### src/rtl/ps2_keyboard_tx.sv
// Device-side PS/2 keyboard transmitter.
// Turns key events into PS/2 scan-code frames: a make event sends key_code, a break event
// sends F0 followed by key_code. Each frame is start(0), data[0..7], odd parity, stop(1).
// Every bit lasts 2*CLK_DIV cycles: ps2_clk high for CLK_DIV, then low for CLK_DIV, with
// ps2_data changing only at the start of a bit. GAP_CYCLES idle-high cycles follow each frame.
//
// Ports:
//   clk        system clock
//   rst        asynchronous reset, active-low
//   key_code   scan code to send
//   key_break  1 = release (F0 then key_code), 0 = press (key_code)
//   key_valid  event request, accepted when key_ready is high
//   key_ready  block can accept an event (IDLE only)
//   ps2_clk    PS/2 clock line, idle high
//   ps2_data   PS/2 data line, idle high
//   busy       transmission or gap in progress (inverse of key_ready)
//   bytes_sent completed frames, wraps 255->0
module ps2_keyboard_tx #(
  parameter int unsigned CLK_DIV    = 50,
  parameter int unsigned GAP_CYCLES = 100
) (
  input  logic       clk,
  input  logic       rst,
  input  logic [7:0] key_code,
  input  logic       key_break,
  input  logic       key_valid,
  output logic       key_ready,
  output logic       ps2_clk,
  output logic       ps2_data,
  output logic       busy,
  output logic [7:0] bytes_sent
);

  localparam int unsigned DivW = (CLK_DIV > 1) ? $clog2(CLK_DIV) : 1;
  localparam int unsigned GapW = (GAP_CYCLES > 1) ? $clog2(GAP_CYCLES) : 1;
  localparam logic [DivW-1:0] DivLast = DivW'(CLK_DIV - 1);
  localparam logic [GapW-1:0] GapLast = GapW'(GAP_CYCLES - 1);

  typedef enum logic [1:0] {StIdle, StSend, StGap} state_e;

  state_e          state_q;
  logic [DivW-1:0] div_cnt_q;
  logic            low_half_q;
  logic [3:0]      bit_idx_q;
  logic [9:0]      shreg_q;     // bits still to send after the start bit, LSB first
  logic [GapW-1:0] gap_cnt_q;
  logic [7:0]      code_q;
  logic            second_q;    // key_code still pending after the F0 frame

  // Data bits, odd parity and stop bit; the start bit is driven directly on load.
  function automatic logic [9:0] frame_tail(input logic [7:0] b);
    return {1'b1, ~^b, b};
  endfunction

  always_ff @(posedge clk or negedge rst) begin
    if (!rst) begin
      state_q    <= StIdle;
      div_cnt_q  <= '0;
      low_half_q <= 1'b0;
      bit_idx_q  <= 4'd0;
      shreg_q    <= '0;
      gap_cnt_q  <= '0;
      code_q     <= 8'h00;
      second_q   <= 1'b0;
      key_ready  <= 1'b1;
      busy       <= 1'b0;
      ps2_clk    <= 1'b1;
      ps2_data   <= 1'b1;
      bytes_sent <= 8'h00;
    end else begin
      unique case (state_q)
        StIdle: begin
          if (key_valid) begin
            code_q     <= key_code;
            second_q   <= key_break;
            shreg_q    <= frame_tail(key_break ? 8'hF0 : key_code);
            ps2_data   <= 1'b0;
            ps2_clk    <= 1'b1;
            div_cnt_q  <= '0;
            low_half_q <= 1'b0;
            bit_idx_q  <= 4'd0;
            key_ready  <= 1'b0;
            busy       <= 1'b1;
            state_q    <= StSend;
          end
        end
        StSend: begin
          if (div_cnt_q == DivLast) begin
            div_cnt_q <= '0;
            if (!low_half_q) begin
              low_half_q <= 1'b1;
              ps2_clk    <= 1'b0;
            end else begin
              low_half_q <= 1'b0;
              ps2_clk    <= 1'b1;
              if (bit_idx_q == 4'd10) begin
                bytes_sent <= bytes_sent + 8'd1;
                ps2_data   <= 1'b1;
                gap_cnt_q  <= '0;
                state_q    <= StGap;
              end else begin
                bit_idx_q <= bit_idx_q + 4'd1;
                ps2_data  <= shreg_q[0];
                shreg_q   <= {1'b0, shreg_q[9:1]};
              end
            end
          end else begin
            div_cnt_q <= div_cnt_q + DivW'(1);
          end
        end
        StGap: begin
          if (gap_cnt_q == GapLast) begin
            if (second_q) begin
              second_q   <= 1'b0;
              shreg_q    <= frame_tail(code_q);
              ps2_data   <= 1'b0;
              div_cnt_q  <= '0;
              low_half_q <= 1'b0;
              bit_idx_q  <= 4'd0;
              state_q    <= StSend;
            end else begin
              key_ready <= 1'b1;
              busy      <= 1'b0;
              state_q   <= StIdle;
            end
          end else begin
            gap_cnt_q <= gap_cnt_q + GapW'(1);
          end
        end
        default: state_q <= StIdle;
      endcase
    end
  end

endmodule

### config.mk
export PLATFORM = sky130hd
export DESIGN_NAME = ps2_keyboard_tx
export DESIGN_NICKNAME = d
export VERILOG_FILES = /design/src/rtl/ps2_keyboard_tx.sv
export SDC_FILE = /design/constraint.sdc
export NUM_CORES = 1
export LEC_CHECK = 0
export CAP_MARGIN = 40
export CORE_MARGIN = 4
export CORE_UTILIZATION = 30
export CTS_CLUSTER_DIAMETER = 30
export DETAILED_ROUTE_END_ITERATION = 8
export GPL_TIMING_DRIVEN = 0
export PLACE_DENSITY = 0.58
export SLEW_MARGIN = 20
export SYNTH_ARGS = -nofsm -noshare
export SYNTH_HDL_FRONTEND = slang
export SYNTH_SLANG_ARGS = --single-unit
### constraint.sdc
create_clock -name clk -period 5.75 [get_ports clk]
set_input_delay 1.15 -clock clk [delete_from_list [all_inputs] [get_ports clk]]
set_output_delay 1.15 -clock clk [all_outputs]
set_load 0.01 [all_outputs]
==> flow_summary.html, run 1 <==
<table>
<tr><th>Metric</th><th>Value</th></tr>
<tr><th colspan="2">Global routing</th></tr>
<tr><td>Antenna violations before repair</td><td>0</td></tr>
<tr><td>Maximum number of pins on one net before global-route repair</td><td>52</td></tr>
<tr><td>Total track usage</td><td>0.122</td></tr>
<tr><td>Via count of the first global-routing pass</td><td>between 2000 and 2500</td></tr>
<tr><td>Remaining global-route overflow</td><td>0</td></tr>
<tr><td>Global-route wire length before repair</td><td>roughly 12000 µm</td></tr>
<tr><th colspan="2">Clock tree</th></tr>
<tr><td>Number of buffers created by CTS</td><td>5</td></tr>
<tr><td>Number of levels in the clock H-tree</td><td>2</td></tr>
<tr><td>Post-CTS resize count</td><td>0</td></tr>
<tr><td>Clock tree from TritonCTS</td><td>yes</td></tr>
<tr><td>Number of sinks handled by clock tree synthesis</td><td>51</td></tr>
<tr><td>Clock root buffer</td><td>clkbuf_8</td></tr>
<tr><td>Worst-Skew Late Latency</td><td>roughly 0.30 ns</td></tr>
<tr><td>Worst-path clk slew</td><td>0.10 ns</td></tr>
<tr><td>Total setup buffers inserted after CTS</td><td>0</td></tr>
<tr><td>Maximum clock path buffer count</td><td>2</td></tr>
<tr><td>Count of hold buffers inserted by post-cts repair</td><td>0</td></tr>
<tr><th colspan="2">Timing</th></tr>
<tr><td>Final critical-path required period</td><td>2.76 ns</td></tr>
<tr><td>Slew at the pin with the worst max-slew slack</td><td>0.672 ns</td></tr>
<tr><td>Crit share post-route</td><td>0.480</td></tr>
<tr><td>Worst setup skew after layout</td><td>0.0149 ns</td></tr>
<tr><td>Final number of setup-violating endpoints</td><td>0</td></tr>
<tr><td>Final Slew Violations</td><td>0</td></tr>
<tr><td>Total negative slack</td><td>0 ns</td></tr>
<tr><td>RSZ-0062 raised after global routing</td><td>no</td></tr>
<tr><td>Max frequency</td><td>~360 MHz</td></tr>
<tr><td>Slew HR</td><td>0.552</td></tr>
<tr><td>Hold violation total from the final report</td><td>0</td></tr>
<tr><th colspan="2">Synth</th></tr>
<tr><td>Synth unique cells</td><td>between 50 and 60</td></tr>
<tr><td>Post-Synthesis Cell Area</td><td>between 0.002 and 0.003 mm²</td></tr>
<tr><td>Sequential cell area fraction in the yosys report</td><td>0.427</td></tr>
<tr><td>Number of flops mapped to enable cells by yosys</td><td>0</td></tr>
<tr><td>Predominant post-synthesis flop cell</td><td>dfrtp_1</td></tr>
<tr><td>Post-Synthesis Mean Instance Area</td><td>around 10 µm²</td></tr>
<tr><td>Post-synthesis cell count</td><td>between 200 and 300</td></tr>
<tr><td>Post-synthesis sequential element count</td><td>51</td></tr>
<tr><td>Syn_nets</td><td>318</td></tr>
<tr><td>Fraction of registers with async set or reset after synthesis</td><td>1.00</td></tr>
<tr><td>Synthesis warning total</td><td>0</td></tr>
<tr><th colspan="2">Routing</th></tr>
<tr><td>Vias per Instance</td><td>about 5.1</td></tr>
<tr><td>Number of iterations in the first detailed-routing pass</td><td>4</td></tr>
<tr><td>Routed length per instance</td><td>14.5 µm</td></tr>
<tr><td>Via total after detailed routing</td><td>about 2300</td></tr>
<tr><td>Starting DRC count in detailed routing</td><td>80</td></tr>
<tr><td>Uppermost signal routing layer after detailed routing</td><td>met4</td></tr>
<tr><td>Final ANT Viol Nets</td><td>0</td></tr>
<tr><td>Total DRC errors in the routed layout</td><td>0</td></tr>
<tr><td>Met2 wire len</td><td>slightly above 3000 µm</td></tr>
<tr><td>Met3 wire length</td><td>about 210 µm</td></tr>
<tr><td>Post-detailed-routing wire length</td><td>roughly 6700 µm</td></tr>
<tr><td>Total routed wire length on the met1 layer</td><td>about 3300 µm</td></tr>
<tr><th colspan="2">Floorplanning</th></tr>
<tr><td>Total I/O pin count</td><td>24</td></tr>
<tr><td>Die boundary height</td><td>about 110 µm</td></tr>
<tr><td>Die width</td><td>between 100 and 150 µm</td></tr>
<tr><td>Site Rows</td><td>36</td></tr>
<tr><td>Area inside the core boundary</td><td>a little under 0.01 mm²</td></tr>
<tr><td>Die footprint</td><td>around 0.012 mm²</td></tr>
<tr><td>Initial Util</td><td>0.308</td></tr>
<tr><th colspan="2">Layout</th></tr>
<tr><td>Final standard cell count with taps included and fillers excluded</td><td>between 400 and 500</td></tr>
<tr><td>Layout net count</td><td>between 300 and 400</td></tr>
<tr><td>ANT cells</td><td>0</td></tr>
<tr><td>Signed area change from the synthesized netlist to the final layout</td><td>17.6%</td></tr>
<tr><td>Summed area of non-filler cells in the final layout</td><td>between 0.003 and 0.004 mm²</td></tr>
<tr><td>Most frequent cells in the layout</td><td>dfrtp_1 (48), nand2_1 (23), clkdlybuf4s50_1 (22), nand3_1 (21), xnor2_1 (19)</td></tr>
<tr><td>Share of cells above drive strength 1</td><td>0.129</td></tr>
<tr><td>Final core utilization</td><td>0.362</td></tr>
<tr><td>Most frequent standard cell in the layout excluding fill and tap cells</td><td>dfrtp_1</td></tr>
<tr><th colspan="2">Setup path</th></tr>
<tr><td>Worst R2R Start</td><td>state_q[1]</td></tr>
<tr><td>Worst setup path start</td><td>key_valid</td></tr>
<tr><td>Reg2reg setup slack</td><td>3.44 ns</td></tr>
<tr><td>Depth of the worst register-to-register path</td><td>7</td></tr>
<tr><td>Critical path class</td><td>input pin to register</td></tr>
<tr><td>Data arrival time of the critical path</td><td>around 2.9 ns</td></tr>
<tr><td>Reg-to-reg critical path endpoint</td><td>low_half_q</td></tr>
<tr><td>Top fanout value on the critical path</td><td>10</td></tr>
<tr><td>Startpoint type of the worst setup path</td><td>input pin</td></tr>
<tr><td>Required time of the critical path</td><td>between 5 and 6 ns</td></tr>
<tr><td>Cell Chain, Critical Path</td><td>clkdlybuf4s50_1, nor2b_2, nor2_1, a31oi_4, a21o_1, buf_6, mux2_4</td></tr>
<tr><td>Kind of capture point of the worst setup path</td><td>register</td></tr>
<tr><td>Crit path max-delay cell type</td><td>clkdlybuf4s50_1</td></tr>
<tr><td>Largest stage delay on the critical path</td><td>~0.5 ns</td></tr>
<tr><th colspan="2">Placement</th></tr>
<tr><td>Buffers on Ports</td><td>23</td></tr>
<tr><td>Final Wtd Congestion</td><td>about 0.76</td></tr>
<tr><td>Post-DP HPWL</td><td>between 4000 and 5000 µm</td></tr>
<tr><td>Placement-stage cell area</td><td>0.00339 mm²</td></tr>
<tr><td>Placed cell count</td><td>roughly 450</td></tr>
<tr><th colspan="2">Min path</th></tr>
<tr><td>Worst hold path startpoint</td><td>bytes_sent[7]</td></tr>
<tr><td>Endpoint of the worst hold-timing path</td><td>bytes_sent[7]</td></tr>
<tr><td>Hold Crit Class</td><td>register to register</td></tr>
<tr><td>Cell depth of the worst min-delay path</td><td>1</td></tr>
<tr><th colspan="2">Status</th></tr>
<tr><td>Result of the run</td><td>finished, final reports clean</td></tr>
<tr><th colspan="2">Flow run</th></tr>
<tr><td>Max-Cap Viols</td><td>0</td></tr>
<tr><th colspan="2">Pwr</th></tr>
<tr><td>Reported leakage power</td><td>1.54 nW</td></tr>
<tr><td>Peak ir drop on the vdd network</td><td>roughly 100 µV</td></tr>
<tr><td>Power per Cell Area</td><td>just under 200 mW/mm²</td></tr>
</table>
power breakdown:
group          total (mW)  internal (mW)  switching (mW)
registers           0.366          0.363         0.00272
logic              0.0384         0.0203          0.0181
clock network       0.294          0.174           0.120
total               0.699          0.557           0.141
logic make-up after synthesis:
family	after synthesis	synth area share
multiplexers	21	0.0877
flip-flops	51	0.427
buffers and inverters	22	0.0321
AND/OR/NAND/NOR	101	0.179
adder cells (fa/ha/maj)	11	0.0459
AO/OA/AOI/OAI	68	0.167
XOR/XNOR	21	0.0614
through the flow:
| step | setup slack [ns] | power, mW | hold WS, ns |
|---|---|---|---|
| floorplan | 3.46 | 0.391 | 0.457 |
| global placement | 1.85 | 0.412 | 0.456 |
| detailed placement | 2.69 | 0.412 | 0.458 |
| CTS | 2.98 | 0.709 | 0.475 |
| global route | 2.89 | 0.727 | 0.504 |
| finish | 2.99 | 0.699 | 0.470 |
cells in the mapped netlist (2+ instances only):
master,count,area (µm²)
dfrtp_1,48,1200
nand2_1,23,86.3
nand3_1,21,105
xnor2_1,19,166
nor2_1,18,67.6
a21oi_1,17,85.1
a22o_1,11,96.3
ha_1,11,138
inv_1,10,37.5
mux2_2,10,113
o21ai_0,9,45.0
mux2_4,8,120
a221o_1,5,50.1
buf_2,5,25.0
clkbuf_1,5,18.8
nand2b_1,5,31.3
nand4_1,5,31.3
nor3_1,5,25.0
a22oi_1,4,30.0
and3_1,4,25.0
a21o_1,3,22.5
and2_1,3,18.8
and4_1,3,26.3
dfstp_2,3,78.8
mux2i_1,3,30.0
nor2b_1,3,18.8
o41ai_1,3,26.3
or4_1,3,22.5
a221oi_1,2,17.5
o31ai_1,2,15.0
xor2_1,2,17.5
cell type report:
class                   count  area [µm²]
repair buffers             23         228
inverters                  10        37.5
well taps                 133         166
multi-input cells         222        1620
clock inverters             2        60.1
fillers                  1037        6210
flip-flops and latches     51        1280
plain buffers              12        58.8
clock buffers               6        72.6
registers in the layout (all words and copies together) (netlist names), 2 cells and up:
signal	flops
code_q	8
div_cnt_q	6
bytes_sent	8
bit_idx_q	4
state_q	2
gap_cnt_q	7
shreg_q	10
per-layer routing:
layer / track usage / vias to the layer above
met1: 0.172 / 1144
met2: 0.199 / 38
met5: 0 / -
met3: 0.0215 / 2
met4: 0.0225 / 0
li1: - / 1141
worst max-delay path: cells and delay by family:
| family | cells | cell delay (ns) |
|---|---|---|
| AO/OA/AOI/OAI | 2 | 0.46 |
| AND/OR/NAND/NOR | 2 | 0.32 |
| buffers and inverters | 2 | 0.68 |
| multiplexers | 1 | 0.31 |
worst max path at each step:
stage / slack (ns) / cells after the start / end
4_1_cts: 2.98 / 7 / shreg_q[2]
2_1_floorplan: 3.46 / 6 / shreg_q[0]
3_5_place_dp: 2.69 / 7 / shreg_q[4]
6_report: 2.99 / 7 / shreg_q[2]
3_3_place_gp: 1.85 / 1 / code_q[3]
5_1_grt: 2.89 / 7 / shreg_q[1]
Note: power is estimated with default switching activity, not from simulation.
==> run 2: changes to the inputs <==
Clock period 5.75 ns to 2.85 ns, I/O delays scaled along.
==> results of run 2 <==
The final DEF is identical to that of run 1. Status: finished, final reports clean.
Main changes from that run: setup slack after placement 2.69 ns -> 0.366 ns; setup slack after layout 2.99 ns -> 0.542 ns; hold slack 0.470 ns -> 0.293 ns; start point of the critical path key_valid -> state_q[1]; end point of the critical path shreg_q[2] -> low_half_q; register-to-register setup slack 3.44 ns -> 0.54 ns; total power 0.699 mW -> 1.41 mW; worst IR drop on VDD 99.1 µV -> 200 µV
